--- config.mk ---
export PLATFORM = sky130hd
export DESIGN_NAME = adder_tree_acc_flat
export DESIGN_NICKNAME = d
export VERILOG_FILES = /design/src/rtl/adder_tree_acc_if.sv /design/src/rtl/adder_tree_acc.sv /design/src/flat_wrapper.sv
export SDC_FILE = /design/constraint.sdc
export NUM_CORES = 1
export LEC_CHECK = 0
export ABC_AREA = 0
export ABC_CLOCK_PERIOD_IN_PS = 5700
export CORE_ASPECT_RATIO = 1.5
export CORE_MARGIN = 2
export CORE_UTILIZATION = 52
export CTS_CLUSTER_SIZE = 30
export DETAILED_ROUTE_END_ITERATION = 7
export PLACE_DENSITY = 0.77
export SLEW_MARGIN = 20
export SYNTH_ARGS = -nofsm -noshare
export SYNTH_HDL_FRONTEND = slang
export SYNTH_SLANG_ARGS = --single-unit
--- constraint.sdc ---
create_clock -name clk -period 5.7 [get_ports clk]
set_input_delay 1.14 -clock clk [delete_from_list [all_inputs] [get_ports clk]]
set_output_delay 1.14 -clock clk [all_outputs]
set_load 0.01 [all_outputs]
--- src/rtl/adder_tree_acc_if.sv ---
// Handshake bundle for adder_tree_acc: input beat channel plus result channel.
interface adder_tree_acc_if #(
  parameter int NUM      = 4,
  parameter int BITS     = 16,
  parameter int OUT_BITS = 26,
  parameter int CNT_BITS = 9
);
  logic                 valid;
  logic                 ready;
  logic [NUM*BITS-1:0]  data_in;
  logic                 last;
  logic                 acc_mode;
  logic [OUT_BITS-1:0]  o;
  logic                 valid_out;
  logic                 ready_out;
  logic [CNT_BITS-1:0]  beats;
  logic                 ovf;

  // Producer of beats / consumer of results
  modport master (
    output valid, data_in, last, acc_mode, ready_out,
    input  ready, o, valid_out, beats, ovf
  );

  // The adder tree itself
  modport slave (
    input  valid, data_in, last, acc_mode, ready_out,
    output ready, o, valid_out, beats, ovf
  );
endinterface

--- src/rtl/adder_tree_acc.sv ---
// Pipelined NUM-lane adder tree with optional per-frame accumulation.
// One input register, one register per tree level, one accumulator/output
// register. A single enable (output slot free or being drained) advances
// every stage at once, so backpressure freezes the whole pipe losslessly.
module adder_tree_acc #(
  parameter int NUM       = 4,
  parameter int BITS      = 16,
  parameter int SIGNED    = 0,
  parameter int ACC_EXTRA = 8,
  parameter int MAX_BEATS = 256
) (
  input  logic            clk,
  input  logic            resetn,
  adder_tree_acc_if.slave bus
);
  localparam int LEVELS   = $clog2(NUM);
  localparam int TW       = BITS + LEVELS;
  localparam int OUT_BITS = TW + ACC_EXTRA;
  localparam int CNT_BITS = $clog2(MAX_BEATS) + 1;
  localparam int NPAD     = 1 << LEVELS;
  localparam bit SGN      = (SIGNED != 0);

  typedef enum logic {IDLE, ACC} state_t;

  logic en;
  logic vout_q;

  assign en        = !vout_q || bus.ready_out;
  assign bus.ready = en;

  // Missing lanes of a non-power-of-two tree read as zero.
  logic [NPAD*BITS-1:0] lanes_pad;
  assign lanes_pad = (NPAD*BITS)'(bus.data_in);

  // Level 0 is the input register; level l holds NPAD>>l nodes of BITS+l bits.
  for (genvar l = 0; l <= LEVELS; l++) begin : g_lvl
    localparam int W = BITS + l;
    localparam int N = NPAD >> l;
    logic [W-1:0] node [N];
    logic         v;
    logic         lst;
    logic         md;

    if (l == 0) begin : g_in
      // Capture the (padded) input lanes of an accepted slot.
      // NOTE: datapath registers have no reset; only the valid/control bits
      // need a defined value, and v gates everything downstream.
      always_ff @(posedge clk) begin
        if (en) begin
          for (int i = 0; i < N; i++) node[i] <= lanes_pad[i*BITS +: BITS];
        end
      end

      // Input-side valid and frame control.
      // NOTE: non-blocking assignments so every stage samples pre-edge values.
      always_ff @(posedge clk or negedge resetn) begin
        if (!resetn) begin
          v   <= 1'b0;
          lst <= 1'b0;
          md  <= 1'b0;
        end else if (en) begin
          v   <= bus.valid;
          lst <= bus.last;
          md  <= bus.acc_mode;
        end
      end
    end else begin : g_add
      // Pairwise add with one bit of growth; sign or zero extension by mode.
      always_ff @(posedge clk) begin
        if (en) begin
          for (int i = 0; i < N; i++) begin
            node[i] <= {SGN & g_lvl[l-1].node[2*i][W-2],   g_lvl[l-1].node[2*i]}
                     + {SGN & g_lvl[l-1].node[2*i+1][W-2], g_lvl[l-1].node[2*i+1]};
          end
        end
      end

      // Valid/control travel alongside the partial sums.
      always_ff @(posedge clk or negedge resetn) begin
        if (!resetn) begin
          v   <= 1'b0;
          lst <= 1'b0;
          md  <= 1'b0;
        end else if (en) begin
          v   <= g_lvl[l-1].v;
          lst <= g_lvl[l-1].lst;
          md  <= g_lvl[l-1].md;
        end
      end
    end
  end

  logic [TW-1:0] tree_sum;
  logic          tree_v;
  logic          tree_last;
  logic          tree_mode;

  assign tree_sum  = g_lvl[LEVELS].node[0];
  assign tree_v    = g_lvl[LEVELS].v;
  assign tree_last = g_lvl[LEVELS].lst;
  assign tree_mode = g_lvl[LEVELS].md;

  // Widen the tree result; the extra top bit carries the sign only when signed.
  logic signed [TW:0]   tree_sx;
  logic [OUT_BITS-1:0]  tree_ext;
  assign tree_sx  = {SGN & tree_sum[TW-1], tree_sum};
  assign tree_ext = OUT_BITS'(tree_sx);

  state_t              state_q, state_d;
  logic [OUT_BITS-1:0] acc_q, acc_d;
  logic [CNT_BITS-1:0] cnt_q, cnt_d;
  logic                sticky_q, sticky_d;
  logic [OUT_BITS-1:0] o_q, o_d;
  logic [CNT_BITS-1:0] beats_q, beats_d;
  logic                ovf_q, ovf_d;
  logic                vout_d;

  // Accumulator add with carry-out (unsigned) or sign overflow (signed).
  logic [OUT_BITS:0]   acc_wide;
  logic [OUT_BITS-1:0] acc_sum;
  logic [CNT_BITS-1:0] cnt_inc;
  logic                add_ovf;

  assign acc_wide = {1'b0, acc_q} + {1'b0, tree_ext};
  assign acc_sum  = acc_wide[OUT_BITS-1:0];
  assign cnt_inc  = cnt_q + CNT_BITS'(1);
  assign add_ovf  = SGN ? ((acc_q[OUT_BITS-1] == tree_ext[OUT_BITS-1]) &&
                           (acc_sum[OUT_BITS-1] != acc_q[OUT_BITS-1]))
                        : acc_wide[OUT_BITS];

  // Frame FSM next-state and output-register loads.
  always_comb begin
    // NOTE: every target gets a hold default first so no path infers a latch.
    state_d  = state_q;
    acc_d    = acc_q;
    cnt_d    = cnt_q;
    sticky_d = sticky_q;
    o_d      = o_q;
    beats_d  = beats_q;
    ovf_d    = ovf_q;
    vout_d   = vout_q;
    if (en) begin
      vout_d = 1'b0;
      if (tree_v) begin
        unique case (state_q)
          IDLE: begin
            if (!tree_mode) begin
              o_d     = tree_ext;
              beats_d = CNT_BITS'(1);
              ovf_d   = 1'b0;
              vout_d  = 1'b1;
            end else begin
              acc_d    = tree_ext;
              cnt_d    = CNT_BITS'(1);
              sticky_d = 1'b0;
              if (tree_last || MAX_BEATS == 1) begin
                o_d     = tree_ext;
                beats_d = CNT_BITS'(1);
                ovf_d   = 1'b0;
                vout_d  = 1'b1;
              end else begin
                state_d = ACC;
              end
            end
          end
          ACC: begin
            acc_d    = acc_sum;
            cnt_d    = cnt_inc;
            sticky_d = sticky_q | add_ovf;
            if (tree_last || cnt_inc == CNT_BITS'(MAX_BEATS)) begin
              o_d     = acc_sum;
              beats_d = cnt_inc;
              ovf_d   = sticky_q | add_ovf;
              vout_d  = 1'b1;
              state_d = IDLE;
            end
          end
        endcase
      end
    end
  end

  // Frame state, accumulator and output registers.
  always_ff @(posedge clk or negedge resetn) begin
    if (!resetn) begin
      state_q  <= IDLE;
      acc_q    <= '0;
      cnt_q    <= '0;
      sticky_q <= 1'b0;
      o_q      <= '0;
      beats_q  <= '0;
      ovf_q    <= 1'b0;
      vout_q   <= 1'b0;
    end else begin
      state_q  <= state_d;
      acc_q    <= acc_d;
      cnt_q    <= cnt_d;
      sticky_q <= sticky_d;
      o_q      <= o_d;
      beats_q  <= beats_d;
      ovf_q    <= ovf_d;
      vout_q   <= vout_d;
    end
  end

  assign bus.o         = o_q;
  assign bus.beats     = beats_q;
  assign bus.ovf       = ovf_q;
  assign bus.valid_out = vout_q;
endmodule

--- src/flat_wrapper.sv ---
// flat-port wrapper written by rule: the top's interface ports become plain ports
module adder_tree_acc_flat 
#(
  parameter int NUM       = 4,
  parameter int BITS      = 16,
  parameter int SIGNED    = 0,
  parameter int ACC_EXTRA = 8,
  parameter int MAX_BEATS = 256
)
  (clk, resetn, bus_valid, bus_data_in, bus_last, bus_acc_mode, bus_ready_out, bus_ready, bus_o, bus_valid_out, bus_beats, bus_ovf);
  adder_tree_acc_if #(.NUM(NUM), .BITS(BITS), .OUT_BITS((26)), .CNT_BITS((9))) bus_i ();
  input  logic clk;
  input  logic resetn;
  input wire logic [$bits(bus_i.valid)-1:0] bus_valid;
  input wire logic [$bits(bus_i.data_in)-1:0] bus_data_in;
  input wire logic [$bits(bus_i.last)-1:0] bus_last;
  input wire logic [$bits(bus_i.acc_mode)-1:0] bus_acc_mode;
  input wire logic [$bits(bus_i.ready_out)-1:0] bus_ready_out;
  output wire logic [$bits(bus_i.ready)-1:0] bus_ready;
  output wire logic [$bits(bus_i.o)-1:0] bus_o;
  output wire logic [$bits(bus_i.valid_out)-1:0] bus_valid_out;
  output wire logic [$bits(bus_i.beats)-1:0] bus_beats;
  output wire logic [$bits(bus_i.ovf)-1:0] bus_ovf;
  assign bus_i.valid = bus_valid;
  assign bus_i.data_in = bus_data_in;
  assign bus_i.last = bus_last;
  assign bus_i.acc_mode = bus_acc_mode;
  assign bus_i.ready_out = bus_ready_out;
  assign bus_ready = bus_i.ready;
  assign bus_o = bus_i.o;
  assign bus_valid_out = bus_i.valid_out;
  assign bus_beats = bus_i.beats;
  assign bus_ovf = bus_i.ovf;
  adder_tree_acc #(.NUM(NUM), .BITS(BITS), .SIGNED(SIGNED), .ACC_EXTRA(ACC_EXTRA), .MAX_BEATS(MAX_BEATS)) u_core (.clk(clk), .resetn(resetn), .bus(bus_i));
endmodule
==> results of run 1 <==
## through the flow
stage          power, mW    util  cell area (um^2)  worst slack [ps]
3_3_place_gp       6.218  0.6011             11560              1542
4_1_cts            7.557  0.6318             12150              1750
2_1_floorplan      5.412       -             10270             61.47
6_report           7.512  0.6318             12150              1785
5_1_grt            8.094  0.6318             12150              1697
3_5_place_dp       6.347  0.6011             11560              1497
## cells by family after synthesis
| group | after synthesis | share of synthesized area |
|---|---|---|
| compound gates | 227 | 0.1466 |
| simple gates | 209 | 0.09342 |
| flops | 199 | 0.5420 |
| fa+ha+maj | 72 | 0.09073 |
| xor+xnor | 71 | 0.06061 |
| buf+inv | 52 | 0.02378 |
| mux | 41 | 0.04293 |
## where the power goes
| group | total (mW) | internal, mW | switching (mW) |
|---|---|---|---|
| Clock | 1.20 | 0.625 | 0.573 |
| Combinational | 3.79 | 1.67 | 2.13 |
| Sequential | 2.52 | 2.23 | 0.291 |
| Total | 7.51 | 4.52 | 2.99 |
## path summary, 6_finish.rpt
path                                       endpoint                start  slack (ps)
worst max-delay path                      bus_ready        bus_ready_out        1780
worst min-delay path            u_core.bus.beats[3]  u_core.bus.beats[3]         480
worst max register to register     u_core.bus.o[11]      u_core.cnt_q[0]        2740
worst min register to register  u_core.bus.beats[3]  u_core.bus.beats[3]         480
max in group asynchronous          u_core.bus.o[16]               resetn        4050
min in group asynchronous           u_core.bus.o[4]               resetn         590
## layer usage
layer	global-route usage	part of all wire	up-vias
met5	0	0	-
met4	0.07540	0.026	0
met3	0.03456	0.036	27
met2	0.3582	0.55	162
met1	0.2052	0.39	3228
li1	-	-	3413
## worst max-delay path, delay by kind of cell
family / cells / cell delay (ps)
buf+inv: 2 / 1120
simple gates: 1 / 500
## state kept, by name, indices dropped and copies added, names as in the netlist
name / flops
u_core.acc_q: 26
u_core.bus.beats: 9
u_core.bus.o: 26
u_core.bus.ovf: 1
u_core.bus.valid_out: 1
u_core.cnt_q: 9
u_core.g_lvl.lst: 3
u_core.g_lvl.md: 3
u_core.g_lvl.node: 116
u_core.g_lvl.v: 3
u_core.state_q: 1
u_core.sticky_q: 1
## cell usage after synthesis, drive strengths merged, types with 3 or more instances
master,number
a211o,4
a21boi,3
a21o,23
a21oi,70
a221oi,3
a31o,3
a31oi,8
and2,4
and3,10
and4,3
buf,18
clkbuf,10
dfrtp,83
edfxtp,116
fa,4
ha,68
inv,24
mux2,24
mux2i,17
nand2,89
nand2b,3
nand3,19
nand4,9
nor2,55
nor2b,6
nor3,4
o211ai,10
o21a,6
o21ai,53
o21bai,7
o31ai,14
xnor2,42
xor2,29
## final cells by class
cell class / count / area share
Sequential cell: 199 / 0.4575
Multi-Input combinational cell: 620 / 0.3680
Timing Repair Buffer: 114 / 0.09224
Clock buffer: 17 / 0.03500
Tap cell: 256 / 0.02635
Clock inverter: 15 / 0.01349
Inverter: 24 / 0.007412
==> impl_metrics.json, run 1 <==
{
  "cts_resized": 0,
  "detail_route.wl_per_cell_um": 15.28,
  "drtPass1Iterations": 5,
  "cp_common_cell": "sky130_fd_sc_hd__clkdlybuf4s50_1",
  "synth_largest_type_area_fraction": 0.3395,
  "rsz0062_at_grt": "false",
  "post_synth_main_area_contributors": "sky130_fd_sc_hd__edfxtp_1, sky130_fd_sc_hd__dfrtp_1, sky130_fd_sc_hd__ha_1",
  "setup_viol": 0,
  "die_w_um": 118.7,
  "design.portCount": 108,
  "htree_levels": 4,
  "mappedNetlistArea_mm2": 0.01026,
  "crit_required_ps": 4560,
  "finalWeightedCongestion": 0.8794,
  "area_delta_synth_final_pct": 18.46,
  "skew_ps": 9.418,
  "fin_crit_sh": 0.6869,
  "timing.critical_path.cells": "clkdlybuf4s50_1 > nand2b_4 > clkdlybuf4s50_1",
  "synth_top_area_cell": "sky130_fd_sc_hd__edfxtp_1",
  "avgSynthCellArea_um2": 11.78,
  "post-dp-hpwl_mm": 14.06,
  "yosys_register_bits": 199,
  "mostFrequentLayoutCells": "sky130_fd_sc_hd__edfxtp_1, sky130_fd_sc_hd__clkdlybuf4s50_1, sky130_fd_sc_hd__nand2_1",
  "avgViaCountPerCell": 5.486,
  "floorplan.rows": 62,
  "post_synth_num_cell_types": 75,
  "start_util": 0.5333,
  "grt_start_max_net_pins": 88,
  "die_h_um": 176.0,
  "antenna_found_initial": 0,
  "drt_iter0_markers": 363,
  "fin_worst_hold_slack_ps": 477.7,
  "crit_path_start_kind": "input pin",
  "cts_setup_buffers": 0,
  "max_cap_violation_count": 0,
  "nFillCells": 1551,
  "routed-via-count": 6830,
  "yosysWarnings": 0,
  "core_mm2": 0.01924,
  "final_net_count": 1118,
  "worst_skew_pair_latency_ps": 440,
  "seq_area_mm2": 0.005560,
  "drc_violations": 0,
  "multi_input_area_mm2": 0.004473,
  "number_of_global_route_vias_before_repair": 6917,
  "highest_ir_drop_seen_on_vdd_mv": 0.2957,
  "fp.dieArea_mm2": 0.02089,
  "worst-path-max-fanout": 43,
  "finalHoldViolCount": 0,
  "p_per_area_mw_per_mm2": 618.1,
  "cts_hold_buffers": 0,
  "grtUsageTotal": 0.1887,
  "synth_edf_count": 116,
  "async_reset_ff_frac": 0.4171,
  "clock_slew_at_the_register_clock_pins_of_the_worst_setup_and_hold_paths_ps": 70,
  "min_path_type": "reg -> reg",
  "post_layout_cell_count": 1245,
  "io_buffers": 107,
  "worst_path_max_delay_cell": "sky130_fd_sc_hd__clkdlybuf4s50_1",
  "yosys_most_used_dff": "sky130_fd_sc_hd__edfxtp_1",
  "final.setup.tns_ps": 0,
  "cts_sink_cnt": 199,
  "ctsLongestPathBuffers": 2,
  "synth_seq_area_share": 0.5420,
  "synthesis.nets": 1013,
  "reg2reg_depth": 7,
  "static-leakage-power_nw": 5.055,
  "clock_tree_from_tritoncts": "done",
  "slew_headroom": 0.3148,
  "root_buffer": "sky130_fd_sc_hd__clkbuf_16",
  "layout.cells.most_common": "sky130_fd_sc_hd__edfxtp_1",
  "run_status": "complete, no violations",
  "global_route_wire_length_before_repair_mm": 31.77,
  "cts_made_buffers": 17,
  "ant_nets": 0,
  "dp.cells": 1213,
  "critPathArrivalTime_ps": 2780,
  "post_synth_inst_count": 871,
  "layout-drive-gt1-share": 0.09403,
  "endpoint_kind": "output pin",
  "worstMarginPinSlew_ps": 1028,
  "slew_viol_final": 0,
  "routed_wirelength_mm": 19.02,
  "criticalPathCategory": "in -> out",
  "antenna_cells": 0,
  "achievable-frequency_ghz": 0.2554,
  "holdPathStages": 2,
  "peak_per_stage_delay_on_the_critical_path_ps": 660,
  "final_period_minus_worst_setup_slack_ps": 3915,
  "grt_remaining_overflow": 0
}
Power figures use the tool's default switching activity.
==> run 2: changes to the inputs <==
--- a/config.mk
+++ b/config.mk
@@ -6,7 +6,7 @@
 export NUM_CORES = 1
 export LEC_CHECK = 0
 export ABC_AREA = 0
-export ABC_CLOCK_PERIOD_IN_PS = 5700
+export ABC_CLOCK_PERIOD_IN_PS = 3350
 export CORE_ASPECT_RATIO = 1.5
 export CORE_MARGIN = 2
 export CORE_UTILIZATION = 52
==> constraint.sdc (replaced) <==
create_clock -name clk -period 3.35 [get_ports clk]
set_input_delay 0.67 -clock clk [delete_from_list [all_inputs] [get_ports clk]]
set_output_delay 0.67 -clock clk [all_outputs]
set_load 0.01 [all_outputs]
==> run 2 against run 1 <==
  * Clock skew is 2.2 ps lower
  * Core utilization increased by 0.078 points
  * Setup slack lost 1300 ps
  * Count of clock-buffer cells in the layout increased by 4
  * Combinational power rose by 72%
  * Critical path type is now reg -> reg
  * Largest cell class unchanged
==> impl_metrics.json, run 2 (same netlist as run 1, synthesis figures left out) <==
{
  "run_status": "complete, no violations",
  "crit_required_ps": 3670,
  "fp.dieArea_mm2": 0.02089,
  "finalWorstSetupSlack_ps": 534.4,
  "io_buffers": 107,
  "worst_skew_pair_latency_ps": 440,
  "ctsLongestPathBuffers": 2,
  "p_per_area_mw_per_mm2": 1051,
  "drt_iter0_markers": 366,
  "drtPass1Iterations": 5,
  "setup_viol": 0,
  "final_net_count": 1121,
  "clock_tree_from_tritoncts": "done",
  "largest_register_ffs": 116,
  "max_cap_violation_count": 0,
  "finalHoldViolCount": 0,
  "layout.cells.most_common": "sky130_fd_sc_hd__edfxtp_1",
  "die_w_um": 118.7,
  "post-dp-hpwl_mm": 14.62,
  "endpoint_kind": "flip-flop",
  "slew_viol_final": 0,
  "nFillCells": 1584,
  "critPathArrivalTime_ps": 3140,
  "max_flop_register": "u_core.g_lvl.node",
  "detail_route.wl_per_cell_um": 15.67,
  "design.portCount": 108,
  "post_layout_cell_count": 1248,
  "crit_path_start_kind": "flip-flop",
  "cts_sink_cnt": 199,
  "min_path_type": "in -> async",
  "grtUsageTotal": 0.1995,
  "skew_ps": 7.214,
  "area_delta_synth_final_pct": 18.61,
  "highest_ir_drop_seen_on_vdd_mv": 0.4716,
  "start_util": 0.5333,
  "final_period_minus_worst_setup_slack_ps": 2816,
  "achievable-frequency_ghz": 0.3552,
  "global_route_wire_length_before_repair_mm": 33.35,
  "avgViaCountPerCell": 5.542,
  "grt_start_max_net_pins": 77,
  "clock_slew_at_the_register_clock_pins_of_the_worst_setup_and_hold_paths_ps": 70,
  "antenna_cells": 0,
  "rsz0062_at_grt": "false",
  "grt_remaining_overflow": 0,
  "core_mm2": 0.01924,
  "ant_nets": 0,
  "criticalPathCategory": "reg -> reg",
  "routed_wirelength_mm": 19.55,
  "dp.cells": 1216,
  "slew_headroom": 0.3054,
  "placement.setup.worst_slack_ps": 282.8,
  "die_h_um": 176.0,
  "root_buffer": "sky130_fd_sc_hd__clkbuf_16",
  "floorplan.rows": 62,
  "htree_levels": 4,
  "number_of_global_route_vias_before_repair": 7213,
  "worstMarginPinSlew_ps": 1042,
  "cts_resized": 0,
  "reg2reg_depth": 9,
  "mostFrequentLayoutCells": "sky130_fd_sc_hd__edfxtp_1, sky130_fd_sc_hd__clkdlybuf4s50_1, sky130_fd_sc_hd__nand2_1",
  "cts_made_buffers": 17,
  "cts_hold_buffers": 0,
  "fin_crit_sh": 0.8405,
  "finalWeightedCongestion": 0.8725,
  "routed-via-count": 6917,
  "drc_violations": 0,
  "static-leakage-power_nw": 5.068,
  "antenna_found_initial": 0,
  "final.setup.tns_ps": 0,
  "layout-drive-gt1-share": 0.09778,
  "cts_setup_buffers": 0,
  "worst-path-max-fanout": 4
}
[run 2: cell count changes in the layout (fill, tap and decap cells not counted), sizes merged]
cell      before  now
clkbuf        17   21
bufinv         1    0
clkinv         4    3
inv           33   30
buf            8   11
clkinvlp       1    2
[run 2: where the power goes]
part / total [mW] / internal, mW / switching (mW)
logic: 6.51 / 2.86 / 3.64
registers: 4.31 / 3.79 / 0.522
clock network: 1.97 / 1.05 / 0.919
total: 12.8 / 7.70 / 5.08
[run 2: final cells by class]
type	count	area (um^2)	share of cell area
well taps	256	320.3	0.02632
flip-flops and latches	199	5560	0.4569
repair buffers	117	1156	0.09500
inverters	24	90.09	0.007403
multi-input cells	620	4473	0.3676
clock inverters	11	87.58	0.007197
clock buffers	21	481.7	0.03958
[run 2: critical path, cell delays in order (launching register included)]
cell                        delay (ps)
sky130_fd_sc_hd__edfxtp_1          390
sky130_fd_sc_hd__ha_1              230
sky130_fd_sc_hd__fa_1              440
sky130_fd_sc_hd__a211oi_2          270
sky130_fd_sc_hd__o21ai_1           150
sky130_fd_sc_hd__a31oi_2           320
sky130_fd_sc_hd__o21bai_2          160
sky130_fd_sc_hd__a311oi_1          310
sky130_fd_sc_hd__o2bb2ai_1         150
sky130_fd_sc_hd__mux2_2            280
[run 2: stage by stage]
stage	area (um^2)	hold WS, ps	power, mW	util
CTS	12170	111.3	12.87	0.6325
detailed placement	11600	454.8	10.88	0.6030
global route	12170	122.7	13.81	0.6325
finish	12170	112.0	12.79	0.6325
floorplan	10270	374.4	9.178	-
global placement	11600	449.4	10.63	0.6030
[run 2: final timing paths]
kind | slack, ps | to | start
min in group clk | 460 | u_core.bus.beats[1] | u_core.bus.beats[1]
min | 110 | u_core.cnt_q[6] | resetn
min reg2reg | 460 | u_core.bus.beats[1] | u_core.bus.beats[1]
max reg2reg | 530 | u_core.acc_q[16] | u_core.g_lvl[2].node[0][0]
max in group asynchronous | 2610 | u_core.acc_q[17] | resetn
max | 530 | u_core.acc_q[16] | u_core.g_lvl[2].node[0][0]
[run 2: per-layer routing]
metal	global-route usage	routed length [um]
met1	0.2069	7426
met2	0.3858	10880
met3	0.03488	683
met4	0.09028	566
met5	0	0
==> run 3: changes to the inputs <==
--- a/config.mk
+++ b/config.mk
@@ -6,13 +6,13 @@
 export NUM_CORES = 1
 export LEC_CHECK = 0
 export ABC_AREA = 0
-export ABC_CLOCK_PERIOD_IN_PS = 3350
+export ABC_CLOCK_PERIOD_IN_PS = 2600
 export CORE_ASPECT_RATIO = 1.5
 export CORE_MARGIN = 2
-export CORE_UTILIZATION = 52
+export CORE_UTILIZATION = 57
 export CTS_CLUSTER_SIZE = 30
 export DETAILED_ROUTE_END_ITERATION = 7
-export PLACE_DENSITY = 0.77
+export PLACE_DENSITY = 0.8
 export SLEW_MARGIN = 20
 export SYNTH_ARGS = -nofsm -noshare
 export SYNTH_HDL_FRONTEND = slang
==> constraint.sdc (replaced) <==
create_clock -name clk -period 2.6 [get_ports clk]
set_input_delay 0.52 -clock clk [delete_from_list [all_inputs] [get_ports clk]]
set_output_delay 0.52 -clock clk [all_outputs]
set_load 0.01 [all_outputs]
==> run 3 against run 2 <==
  * Power up 35%
  * Die area down 8.5%
  * Sequential power up 29%
  * Flip-flop and latch count unchanged
  * Hold slack worse by 44 ps
  * Maximum frequency up 12%
  * Core utilization up 6.7 points
  * Final area up 2.3%
  * Count of clock-buffer cells in the layout down 2
  * Largest power group unchanged
==> impl_metrics.json, run 3 (same netlist as run 1, synthesis figures left out) <==
{
  "core_mm2": 0.01779,
  "timing.critical_path.cells": "ha_2 > fa_2 > a211oi_4 > o21ai_2 > a31oi_4 > o21bai_4 > buf_4 > a31o_2 > o311ai_1 > mux2_4",
  "achievable-frequency_ghz": 0.3992,
  "floorplan.rows": 60,
  "detail_route.wl_per_cell_um": 16.21,
  "nFillCells": 1297,
  "post_layout_cell_count": 1231,
  "antenna_cells": 0,
  "grt_start_max_net_pins": 117,
  "run_status": "complete, no violations",
  "placement.cell_area_mm2": 0.01173,
  "worst_skew_pair_latency_ps": 440,
  "mostFrequentLayoutCells": "sky130_fd_sc_hd__edfxtp_1, sky130_fd_sc_hd__clkdlybuf4s50_1, sky130_fd_sc_hd__nand2_1",
  "fin_crit_sh": 0.9636,
  "worst_path_max_delay_cell": "sky130_fd_sc_hd__edfxtp_1",
  "clock_tree_from_tritoncts": "done",
  "antenna_found_initial": 0,
  "io_buffers": 107,
  "ctsLongestPathBuffers": 2,
  "avgViaCountPerCell": 5.724,
  "fin_total_pwr_mw": 17.30,
  "post-dp-hpwl_mm": 14.55,
  "finish.instance_area_mm2": 0.01245,
  "seq_area_mm2": 0.005560,
  "cts_made_buffers": 17,
  "p_per_area_mw_per_mm2": 1389,
  "drt_iter0_markers": 413,
  "fp.dieArea_mm2": 0.01911,
  "min_path_type": "in -> async",
  "crit_path_start": "u_core.g_lvl[2].node[0][0]",
  "grt_remaining_overflow": 0,
  "crit_required_ps": 2980,
  "endpoint_kind": "flip-flop",
  "layout-drive-gt1-share": 0.1321,
  "setup_viol": 0,
  "htree_levels": 4,
  "root_buffer": "sky130_fd_sc_hd__clkbuf_16",
  "area_delta_synth_final_pct": 21.38,
  "start_util": 0.5767,
  "timing.critical_path.buf_inv": 1,
  "cp_top_family": "compound AO/OA/AOI/OAI gates",
  "design.portCount": 108,
  "highest_ir_drop_seen_on_vdd_mv": 0.6747,
  "dp.cells": 1196,
  "slew_headroom": 0.5636,
  "cts_sink_cnt": 199,
  "finalHoldViolCount": 0,
  "finalWorstSetupSlack_ps": 94.77,
  "peak_per_stage_delay_on_the_critical_path_ps": 420,
  "final_net_count": 1143,
  "max_cap_violation_count": 0,
  "largest_register_ffs": 116,
  "global_route_wire_length_before_repair_mm": 32.44,
  "criticalPathCategory": "reg -> reg",
  "worstMarginPinSlew_ps": 649.0,
  "grtUsageTotal": 0.2146,
  "die_h_um": 168.3,
  "layout.cells.most_common": "sky130_fd_sc_hd__edfxtp_1",
  "drc_violations": 0,
  "crit_path_start_kind": "flip-flop",
  "skew_ps": 12.07,
  "drtPass1Iterations": 5,
  "multi_input_area_mm2": 0.004581,
  "max_flop_register": "u_core.g_lvl.node",
  "ant_nets": 0,
  "static-leakage-power_nw": 5.210,
  "placement.setup.worst_slack_ps": -95.34,
  "routed_wirelength_mm": 19.96,
  "worst-path-max-fanout": 3,
  "routed-via-count": 7046,
  "slew_viol_final": 0,
  "die_w_um": 113.5,
  "finalWeightedCongestion": 0.9138,
  "number_of_global_route_vias_before_repair": 7128,
  "critPathArrivalTime_ps": 2880,
  "crit-reg2reg-launch": "u_core.g_lvl[2].node[0][0]",
  "clock_slew_at_the_register_clock_pins_of_the_worst_setup_and_hold_paths_ps": 70,
  "final_period_minus_worst_setup_slack_ps": 2505
}
-- run 3: cell type report --
cell class / instances / share of cell area
Clock buffer: 19 / 0.03476
Clock inverter: 13 / 0.01276
Inverter: 24 / 0.007234
Multi-Input combinational cell: 620 / 0.3678
Sequential cell: 199 / 0.4465
Tap cell: 217 / 0.02180
Timing Repair Buffer: 139 / 0.1091
-- run 3: metal layers --
metal  share of wire  global-route usage  wire [um]  up-vias
met5               0                   0          0        -
met4           0.038              0.1018        751        0
met3           0.031             0.02880        618       49
met2            0.56              0.4106      11110      175
met1            0.37              0.2282       7476     3360
li1                -                   -          -     3462
-- run 3: what timing repair did --
item | CTS | global route
resized for setup | 1 | 21
hold buffers | 0 | 0
setup buffers | 1 | 2
endpoints found under the setup margin | 5 | 14
pin swaps | 2 | 15
-- run 3: worst paths after layout --
path | to | slack, ps | cells after the start
setup reg to reg | u_core.bus.o[14] | 90 | 10
max in group asynchronous | u_core.acc_q[15] | 1930 | 2
setup / recovery | u_core.bus.o[14] | 90 | 10
hold reg to reg | u_core.bus.beats[1] | 470 | 2
min in group clk | u_core.bus.beats[1] | 470 | 2
hold / removal | u_core.bus.beats[8] | 70 | 1
-- run 3: metrics by stage --
step | setup TNS (ps) | utilization | hold slack, ps
floorplan | 0 | - | 224.4
global placement | -18.76 | 0.6594 | 451.4
detailed placement | -206.7 | 0.6594 | 459.5
CTS | 0 | 0.6932 | 70.37
global route | -43.76 | 0.6999 | 108.4
finish | 0 | 0.6999 | 68.46
-- run 3: power by group --
group          switching (mW)  leakage (nW)  total [mW]  internal (mW)
logic                    4.92          2.70        9.08           4.16
registers               0.671          2.22        5.56           4.88
clock network            1.22         0.287        2.67           1.45
